$ cat src/rtl/eviction_buffer.sv
// Write-back eviction buffer between the L2 pmem port and physical memory.
// Absorbs dirty-line writes, drains when idle, forwards read hits.
module eviction_buffer #(
  parameter int DEPTH  = 4,
  parameter int LINE_W = 256,
  parameter int ADDR_W = 32
) (
  input  logic                     clk,
  input  logic                     rst_n,
  input  logic                     mem_read,
  input  logic                     mem_write,
  input  logic [ADDR_W-1:0]        mem_address,
  input  logic [LINE_W-1:0]        mem_wdata,
  output logic                     mem_resp,
  output logic [LINE_W-1:0]        mem_rdata,
  output logic                     pmem_read,
  output logic                     pmem_write,
  output logic [ADDR_W-1:0]        pmem_address,
  output logic [LINE_W-1:0]        pmem_wdata,
  input  logic                     pmem_resp,
  input  logic [LINE_W-1:0]        pmem_rdata,
  output logic [$clog2(DEPTH):0]   buf_count
);

  localparam int PW    = $clog2(DEPTH);
  localparam int TAG_W = ADDR_W - 5;

  typedef enum logic [1:0] {
    IDLE,
    RESP,
    RD_MEM,
    DRAIN
  } state_t;

  state_t state;
  state_t state_nx;

  logic [DEPTH-1:0]  ent_valid;
  logic [TAG_W-1:0]  ent_tag  [DEPTH];
  logic [LINE_W-1:0] ent_line [DEPTH];
  logic [PW-1:0]     head;
  logic [PW-1:0]     tail;
  logic [PW:0]       count;
  logic [TAG_W-1:0]  rd_tag;

  logic [TAG_W-1:0]  req_tag;
  logic              hit;
  logic [PW-1:0]     hit_idx;
  logic              full;

  logic do_coal;
  logic do_push;
  logic do_rhit;
  logic do_rmem;
  logic do_pop;
  logic rd_start;

  logic unused_offset;

  assign req_tag       = mem_address[ADDR_W-1:5];
  assign unused_offset = ^mem_address[4:0];
  assign full          = (count == (PW+1)'(DEPTH));
  assign buf_count     = count;

  // Tag match of the request against every valid entry.
  always_comb begin
    hit     = 1'b0;
    hit_idx = '0;
    for (int i = 0; i < DEPTH; i++) begin
      if (ent_valid[i] && ent_tag[i] == req_tag) begin
        hit     = 1'b1;
        hit_idx = PW'(i);
      end
    end
  end

  // Next state, datapath strobes and memory-side outputs.
  always_comb begin
    state_nx     = state;
    do_coal      = 1'b0;
    do_push      = 1'b0;
    do_rhit      = 1'b0;
    do_rmem      = 1'b0;
    do_pop       = 1'b0;
    rd_start     = 1'b0;
    mem_resp     = 1'b0;
    pmem_read    = 1'b0;
    pmem_write   = 1'b0;
    pmem_address = '0;
    pmem_wdata   = '0;
    unique case (state)
      IDLE: begin
        if (mem_write) begin
          if (hit) begin
            do_coal  = 1'b1;
            state_nx = RESP;
          end else if (!full) begin
            do_push  = 1'b1;
            state_nx = RESP;
          end else begin
            state_nx = DRAIN;
          end
        end else if (mem_read) begin
          if (hit) begin
            do_rhit  = 1'b1;
            state_nx = RESP;
          end else begin
            rd_start = 1'b1;
            state_nx = RD_MEM;
          end
        end else if (count != '0) begin
          state_nx = DRAIN;
        end
      end
      RESP: begin
        mem_resp = 1'b1;
        state_nx = IDLE;
      end
      RD_MEM: begin
        pmem_read    = 1'b1;
        pmem_address = {rd_tag, 5'b0};
        if (pmem_resp) begin
          do_rmem  = 1'b1;
          state_nx = RESP;
        end
      end
      DRAIN: begin
        pmem_write   = 1'b1;
        pmem_address = {ent_tag[head], 5'b0};
        pmem_wdata   = ent_line[head];
        if (pmem_resp) begin
          do_pop   = 1'b1;
          state_nx = IDLE;
        end
      end
      default: state_nx = IDLE;
    endcase
  end

  // State register.
  always_ff @(posedge clk or negedge rst_n) begin
    if (!rst_n) state <= IDLE;
    else        state <= state_nx;
  end

  // FIFO storage, pointers and read-data latch.
  always_ff @(posedge clk or negedge rst_n) begin
    if (!rst_n) begin
      ent_valid <= '0;
      head      <= '0;
      tail      <= '0;
      count     <= '0;
      rd_tag    <= '0;
      mem_rdata <= '0;
      for (int i = 0; i < DEPTH; i++) begin
        ent_tag[i]  <= '0;
        ent_line[i] <= '0;
      end
    end else begin
      if (do_coal) begin
        ent_line[hit_idx] <= mem_wdata;
      end
      if (do_push) begin
        ent_valid[tail] <= 1'b1;
        ent_tag[tail]   <= req_tag;
        ent_line[tail]  <= mem_wdata;
        tail            <= tail + 1'b1;
        count           <= count + 1'b1;
      end
      if (do_rhit) begin
        mem_rdata <= ent_line[hit_idx];
      end
      if (rd_start) begin
        rd_tag <= req_tag;
      end
      if (do_rmem) begin
        mem_rdata <= pmem_rdata;
      end
      if (do_pop) begin
        ent_valid[head] <= 1'b0;
        head            <= head + 1'b1;
        count           <= count - 1'b1;
      end
    end
  end

endmodule
$ cat config.mk
export PLATFORM = sky130hd
export DESIGN_NAME = eviction_buffer
export DESIGN_NICKNAME = d
export VERILOG_FILES = /design/src/rtl/eviction_buffer.sv
export SDC_FILE = /design/constraint.sdc
export NUM_CORES = 2
export LEC_CHECK = 0
export BUFFER_PORTS_ARGS = -buffer_cell sky130_fd_sc_hd__buf_2
export CAP_MARGIN = 15
export CORE_AREA = 5 5 498 500
export DETAILED_ROUTE_END_ITERATION = 16
export DIE_AREA = 0 0 503 505
export PLACE_DENSITY = 0.52
export SLEW_MARGIN = 20
export SYNTH_ARGS = -nofsm -noshare
export SYNTH_HDL_FRONTEND = slang
export SYNTH_SLANG_ARGS = --single-unit
$ cat constraint.sdc
create_clock -name clk -period 2.7 [get_ports clk]
set_input_delay 0 -clock clk [delete_from_list [all_inputs] [get_ports clk]]
set_output_delay 0 -clock clk [all_outputs]
set_load 0.1 [all_outputs]
; Word level (Yosys, flattened, before mapping)
; Index checks and enable logic that the tools add are counted.
[word_totals]
register_bits = 1428
input_bits = 549
word_cells = 126
[op_classes]
add_sub_neg = 4
n_lt_le_gt_ge = 9
eq_ne = 11
n_mux = 68
bitwise_logic = 6
reduce_logical = 13
[ops]
columns = op, n
row1 = $mux 256, 9
row2 = $bwmux 1024, 2
row3 = $mux 1024, 2
row4 = $bmux 256 s2, 2
row5 = $demux 256 s2, 2
row6 = $bwmux 108, 1
row7 = $eq 27x27->1, 4
row8 = $mux 27, 3
row9 = $pmux 32 s2, 1
row10 = $bmux 27 s2, 1
row11 = $demux 27 s2, 1
row12 = $mux 1, 27
row13 = $mux 2, 10
row14 = $ge 3x3->1 const B, 3
row15 = $not 2->3, 3
row16 = $logic_and 1x1->1, 8
row17 = $mux 4, 2
row18 = $pmux 2 s4, 1
row19 = $lt 2x3->1 const B, 2
row20 = $lt 3x1->1 const B, 2
row21 = $mux 3, 2
row22 = $add 2x1->2 const B, 2
row23 = $and 4x4->4, 1
row24 = $demux 1 s2, 2
row25 = 14 further kinds, 18

; Logic depth before layout (Yosys ltp)
[depth]
word_depth = 14
ltp_mapped = 12
depth_no_buf = 7

; Worst setup path before layout
; No wires, ideal clock.
[synth_path]
path_kind = register -> register
startpoint = reg state[0]
endpoint = reg mem_rdata[101]
setup_time_ps = 78
arrival_time_ps = 3247
required_time_ps = 2622
setup_slack_ps = -624
stages_incl_launch_ff = 10
n_path_buf = 4
period_less_slack_ps = 3324
cell_sequence = dfrtp_1 > clkbuf_1 > nor2b_1 > and2_1 > clkbuf_1 > clkbuf_1 > clkbuf_1 > nor2_1 > a21oi_1 > a21boi_1
[synth_between]
elab_chain_len = 3
elab_cells_between_ends = 6
[synth_lines]
columns = element, line
row1 = "start, declared", 35  ; state_t state;
row2 = "start signal, assigned", 143  ; else state <= state_nx;
row3 = $eq 2x2->1 or $logic_not 2->1 (tied branches), 91  ; unique case (state)
row4 = $mux 1, 91
row5 = $mux 256 or $reduce_bool 2->1 (tied branches), n/a
row6 = "end signal, assigned", 171  ; mem_rdata <= ent_line[hit_idx];
row7 = "end signal, assigned", 177  ; mem_rdata <= pmem_rdata;
row8 = "end, declared", 15  ; output logic [LINE_W-1:0] mem_rdata,
; Several ways; a longest one is shown, not always the timed one.
; A chain may end at the register's enable or synchronous reset.

; Final worst setup path
[layout_path]
startpoint = reg ent_tag[89] (netlist name)
endpoint = reg ent_line[60] (netlist name)
[layout_between]
elab_chain_len = 12
elab_cells_between_ends = 15
[layout_lines]
columns = element, line
row1 = "start, declared", 39  ; logic [TAG_W-1:0] ent_tag [DEPTH];
row2 = "start signal, assigned by index", 165  ; ent_tag[tail] <= req_tag;
row3 = $eq 27x27->1 (*), 70  ; if (ent_valid[i] && ent_tag[i] == req_tag) begin
row4 = $logic_and 1x1->1 (*), 70
row5 = $mux 1 (*) (4 in series), 70
row6 = $mux 1, 94  ; if (hit) begin
row7 = $mux 1, 93  ; if (mem_write) begin
row8 = $mux 1, 91
row9 = $mux 1024, 160  ; if (do_coal) begin
row10 = $bwmux 1024, 166  ; ent_line[tail] <= mem_wdata;
row11 = $mux 1024 (*), 163  ; if (do_push) begin
row12 = "end signal, assigned by index", 161  ; ent_line[hit_idx] <= mem_wdata;
row13 = "end signal, assigned by index", 166
row14 = "end, declared", 40  ; logic [LINE_W-1:0] ent_line [DEPTH];
; Mark *: on every way between the ends. The rest lies on a longest branch, timed or not.

==> metrics.txt <==
# TYPE chip_impl_metric gauge
chip_impl_metric{name="finalSetupViolCount",unit=""} 1625
chip_impl_info{name="r2r-start",value="ent_tag[89]$_DFFE_PN0P_"} 1
chip_impl_metric{name="asyncSetResetFlopFracSynth",unit="%"} 100
chip_impl_metric{name="share_of_yosys_cell_area_claimed_by_the_top_area_cell_type",unit="%"} 49.3
chip_impl_metric{name="clock-skew-final",unit="ns"} 0.0528
chip_impl_metric{name="timing_max_transition_violations_final",unit=""} 0
chip_impl_metric{name="core_region_area",unit="mm²"} 0.243
chip_impl_metric{name="max_freq",unit="MHz"} 326
chip_impl_metric{name="unique_masters_post_synth",unit=""} 63
chip_impl_info{name="worstHoldEndpoint",value="ent_line[150]$_DFF_PN0_"} 1
chip_impl_metric{name="synth_area_per_cell",unit="µm²"} 12.6
chip_impl_metric{name="grt_max_degree",unit=""} 122
chip_impl_metric{name="gp_routability_congestion",unit=""} 0.901
chip_impl_metric{name="initial_utilization",unit="%"} 29.9
chip_impl_metric{name="port-buffer-count",unit=""} 1088
chip_impl_info{name="timing.hold.worst.class",value="in -> reg"} 1
chip_impl_metric{name="leakage",unit="nW"} 45.2
chip_impl_metric{name="max_cap_viol_count",unit=""} 0
chip_impl_metric{name="totalWireLength",unit="µm"} 311000
chip_impl_metric{name="timing.final.hold_violations",unit=""} 0
chip_impl_info{name="critical_path_class",value="reg -> reg"} 1
chip_impl_metric{name="clock_insertion_delay_worst_skew",unit="ns"} 0.85
chip_impl_info{name="synthTopCellsByArea",value="dfrtp_1, mux2_2, mux4_2, mux2_1, a21oi_1"} 1
chip_impl_metric{name="syn2layout_area_growth",unit="%"} 44.1
chip_impl_metric{name="ctsLongestPathBuffers",unit=""} 3
chip_impl_metric{name="antenna_found_initial",unit=""} 34
chip_impl_metric{name="setup_slack_of_the_critical_path_after_layout",unit="ns"} -0.367
chip_impl_metric{name="detailedRoute.firstPassIterationCount",unit=""} 6
chip_impl_info{name="ys_dominant_reg_cell",value="dfrtp_1"} 1
chip_impl_metric{name="tritoncts.num_buffers",unit=""} 168
chip_impl_metric{name="final.period_utilization",unit="%"} 114
chip_impl_info{name="outcome",value="finished, violations left"} 1
chip_impl_info{name="worst_setup_path_end_kind",value="flop"} 1
chip_impl_metric{name="vias_per_cell",unit=""} 5.31
chip_impl_info{name="failed_checks",value="negative setup slack"} 1
chip_impl_metric{name="fillers",unit=""} 22474
chip_impl_metric{name="worst_path_largest_cell_delay",unit="ns"} 0.41
chip_impl_info{name="rsz0062_at_grt",value="yes"} 1
chip_impl_metric{name="count_of_flip_flops_with_a_built_in_enable_after_synthesis",unit=""} 0
chip_impl_info{name="min_delay_startpoint",value="mem_wdata[150]"} 1
chip_impl_info{name="critPathTopFamily",value="buffers and inverters"} 1
chip_impl_metric{name="worst-path-buf-inv",unit=""} 5
chip_impl_metric{name="worst_r2r_path_depth",unit=""} 12
chip_impl_metric{name="hold_crit_depth",unit=""} 3
chip_impl_metric{name="mappedNetlistArea",unit="mm²"} 0.0724
chip_impl_metric{name="design.die.area",unit="mm²"} 0.254
chip_impl_metric{name="drc",unit=""} 0
chip_impl_metric{name="fin_hold_ws",unit="ns"} 0.0667
chip_impl_metric{name="dieWidth",unit="µm"} 503
chip_impl_metric{name="drt_first_iter_violations",unit=""} 4607
chip_impl_info{name="worst_setup_path_start_kind",value="flop"} 1
chip_impl_metric{name="die_h",unit="µm"} 505
chip_impl_info{name="cts-root-buf",value="clkbuf_16"} 1
chip_impl_metric{name="rows",unit=""} 181
chip_impl_metric{name="worst_ir_drop_vdd",unit="mV"} 1.47
chip_impl_metric{name="ys_seq_area_share",unit="%"} 49.3
chip_impl_metric{name="h-tree-depth",unit=""} 4
chip_impl_metric{name="average_wire_per_standard_cell",unit="µm"} 27.5
chip_impl_info{name="tritoncts",value="yes"} 1
chip_impl_info{name="timing.rr.end",value="ent_line[60]$_DFF_PN0_"} 1
chip_impl_metric{name="final_critical_path_required_period",unit="ns"} 3.07
chip_impl_metric{name="ys_seq_elements",unit=""} 1428
chip_impl_metric{name="final_core_utilization",unit="%"} 43.0
chip_impl_metric{name="power_per_cell_area",unit="mW/mm²"} 1330
chip_impl_metric{name="ios",unit=""} 1099
chip_impl_metric{name="arrival",unit="ns"} 3.75
chip_impl_metric{name="detail-route-antenna-nets",unit=""} 0
chip_impl_metric{name="grt_pass1_wl",unit="µm"} 444000
chip_impl_info{name="yosys.area.top_type",value="dfrtp_1"} 1
chip_impl_metric{name="critical_path_peak_fanout",unit=""} 14
chip_impl_metric{name="dp_hpwl",unit="µm"} 216000
chip_impl_metric{name="worst_slew_pin_tran",unit="ns"} 0.798
chip_impl_metric{name="grt_use_total",unit="%"} 23.3
chip_impl_metric{name="timing.slew.headroom",unit="%"} 46.8
chip_impl_info{name="timing.critical_path.slowest_stage_cell",value="dfrtp_1"} 1
chip_impl_metric{name="timing.reg2reg.setup_slack",unit="ns"} -0.37
chip_impl_metric{name="final_net_count",unit=""} 8506
chip_impl_metric{name="ys_warn_count",unit=""} 0
chip_impl_metric{name="drive_above_1_share",unit="%"} 43.3
chip_impl_metric{name="gr-total-overflow",unit=""} 0
chip_impl_metric{name="via_count_of_the_first_global_routing_pass",unit=""} 62693
chip_impl_metric{name="multi_input_comb_area",unit="mm²"} 0.0350
chip_impl_metric{name="layout.area.seq",unit="mm²"} 0.0357
chip_impl_metric{name="number_of_instances_in_the_synthesized_netlist",unit=""} 5753
chip_impl_metric{name="critPathRequiredTime",unit="ns"} 3.38
chip_impl_metric{name="clkSlewWorstSetupHoldPaths",unit="ns"} 0.06
chip_impl_metric{name="clock-sinks",unit=""} 1428
chip_impl_metric{name="route.vias.total",unit=""} 60083
chip_impl_info{name="worstPathCellList",value="xnor2_2 > nand4_1 > nor4_2 > buf_4 > nand4_1 > buf_4 > nor4b_4 > o21a_4 > buf_12 > buf_12 > buf_16 > mux2_2"} 1
[kinds of logic after synthesis]
group | share of synthesized area [%]
buf+inv | 3.79
xor+xnor | 1.37
compound gates | 11.7
flops | 49.3
simple gates | 6.21
mux | 27.5
other cells | 0.00518
fa+ha+maj | 0.166
[worst min-delay path: stages]
cell and delay, ns:
dlygate4sd3_1 0.57, buf_2 0.15, mux2_2 0.14
[cells in the final DEF, fill, tap and decap left out, types with 188 or more instances in the layout]
master / synthesis / final
dfrtp_1: 1428 / 1424
mux2_2: 873 / 872
buf_2: 135 / 868
dlygate4sd3_1: 0 / 763
nor2_1: 522 / 519
buf_4: 9 / 487
a21oi_1: 489 / 471
buf_12: 0 / 317
mux4_2: 283 / 283
o21ai_0: 245 / 244
a221o_1: 240 / 240
a21boi_1: 215 / 214
and2_1: 260 / 200
clkbuf_16: 0 / 188
[layout make-up]
cell class,instances,area share [%]
diodes,25,0.0599
multi-input cells,3803,33.6
flip-flops and latches,1428,34.3
clock buffers,254,4.80
well taps,3202,3.84
clock inverters,47,0.614
repair buffers,2531,22.8
inverters,16,0.0575
[flip-flops by register name, summed over array words and instances (netlist names)]
register,count
ent_line,1024
mem_rdata,256
ent_tag,108
rd_tag,27
ent_valid,4
buf_count,3
head,2
state,2
tail,2
[report_power, final]
group          total (mW)  leakage, nW  internal, mW  switching [mW]
combinational        74.6         25.4          28.8            45.8
clock                23.6         2.78          13.8            9.77
sequential           40.9         17.1          32.1            8.73
[Yosys cell counts, types with 4 or more instances]
| cell | instances |
|---|---|
| o21a_1 | 10 |
| o21ai_0 | 245 |
| nand2b_1 | 5 |
| buf_2 | 135 |
| mux2_2 | 873 |
| a21oi_1 | 489 |
| a21boi_1 | 215 |
| o221a_2 | 4 |
| clkbuf_1 | 224 |
| nor2_1 | 522 |
| a221oi_1 | 18 |
| nand2_1 | 16 |
| a21boi_0 | 26 |
| xor2_1 | 53 |
| a21o_1 | 8 |
| mux2_4 | 46 |
| a2bb2oi_1 | 11 |
| mux2i_1 | 28 |
| nand4_1 | 35 |
| mux4_2 | 283 |
| mux2_1 | 241 |
| buf_1 | 66 |
| xnor2_1 | 60 |
| nor2b_1 | 31 |
| buf_6 | 76 |
| and2_1 | 260 |
| inv_1 | 16 |
| a221o_1 | 240 |
| dfrtp_1 | 1428 |
| buf_4 | 9 |
| nor4_1 | 18 |
| ha_1 | 8 |
| or4_1 | 4 |
| o211ai_1 | 4 |
[through the flow]
stage	setup slack (ns)	cell area [µm²]	setup TNS (ns)	total power, mW	std cells
2_1_floorplan	0.000393	72600	0	88.3	5757
3_3_place_gp	-0.686	88300	-492.79	111	10144
3_5_place_dp	-0.609	88300	-436.95	112	10144
4_1_cts	-0.340	103000	-342.00	138	11228
5_1_grt	-0.428	104000	-474.96	145	11297
6_report	-0.367	104000	-335.22	139	11306
[metal layers]
layer  up-vias  wire (µm)  track usage (%)  share of wire, %
met2      2445     144000             37.0                46
met3       498      21100             4.40               6.8
li1      25703          -                -                 -
met1     31431     134000             31.3                43
met4         6      12900             9.37               4.1
met5         -         37                0             0.012
[timing repair]
item / in CTS / in global routing
hold buffers: 764 / 0
endpoints found under the hold margin: 2854 / 0
gates resized for setup: 196 / 164
pin swaps: 9 / 15
endpoints found under the setup margin: 1700 / 1703
cloned: 9 / 24
buffers inserted: 10 / 30
[worst max path at each step]
stage / start / to / cells after the start
after floorplan: state[0]$_DFFE_PN0P_ / pmem_wdata[173] / 5
after global placement: ent_tag[95]$_DFFE_PN0P_ / mem_rdata[28]$_DFFE_PN0P_ / 12
after detailed placement: ent_tag[95]$_DFFE_PN0P_ / mem_rdata[28]$_DFFE_PN0P_ / 12
after CTS: ent_tag[99]$_DFFE_PN0P_ / ent_line[845]$_DFF_PN0_ / 11
after global routing: ent_tag[89]$_DFFE_PN0P_ / ent_line[876]$_DFF_PN0_ / 11
final: ent_tag[89]$_DFFE_PN0P_ / ent_line[60]$_DFF_PN0_ / 12
Note: power is estimated with default switching activity, not from simulation.
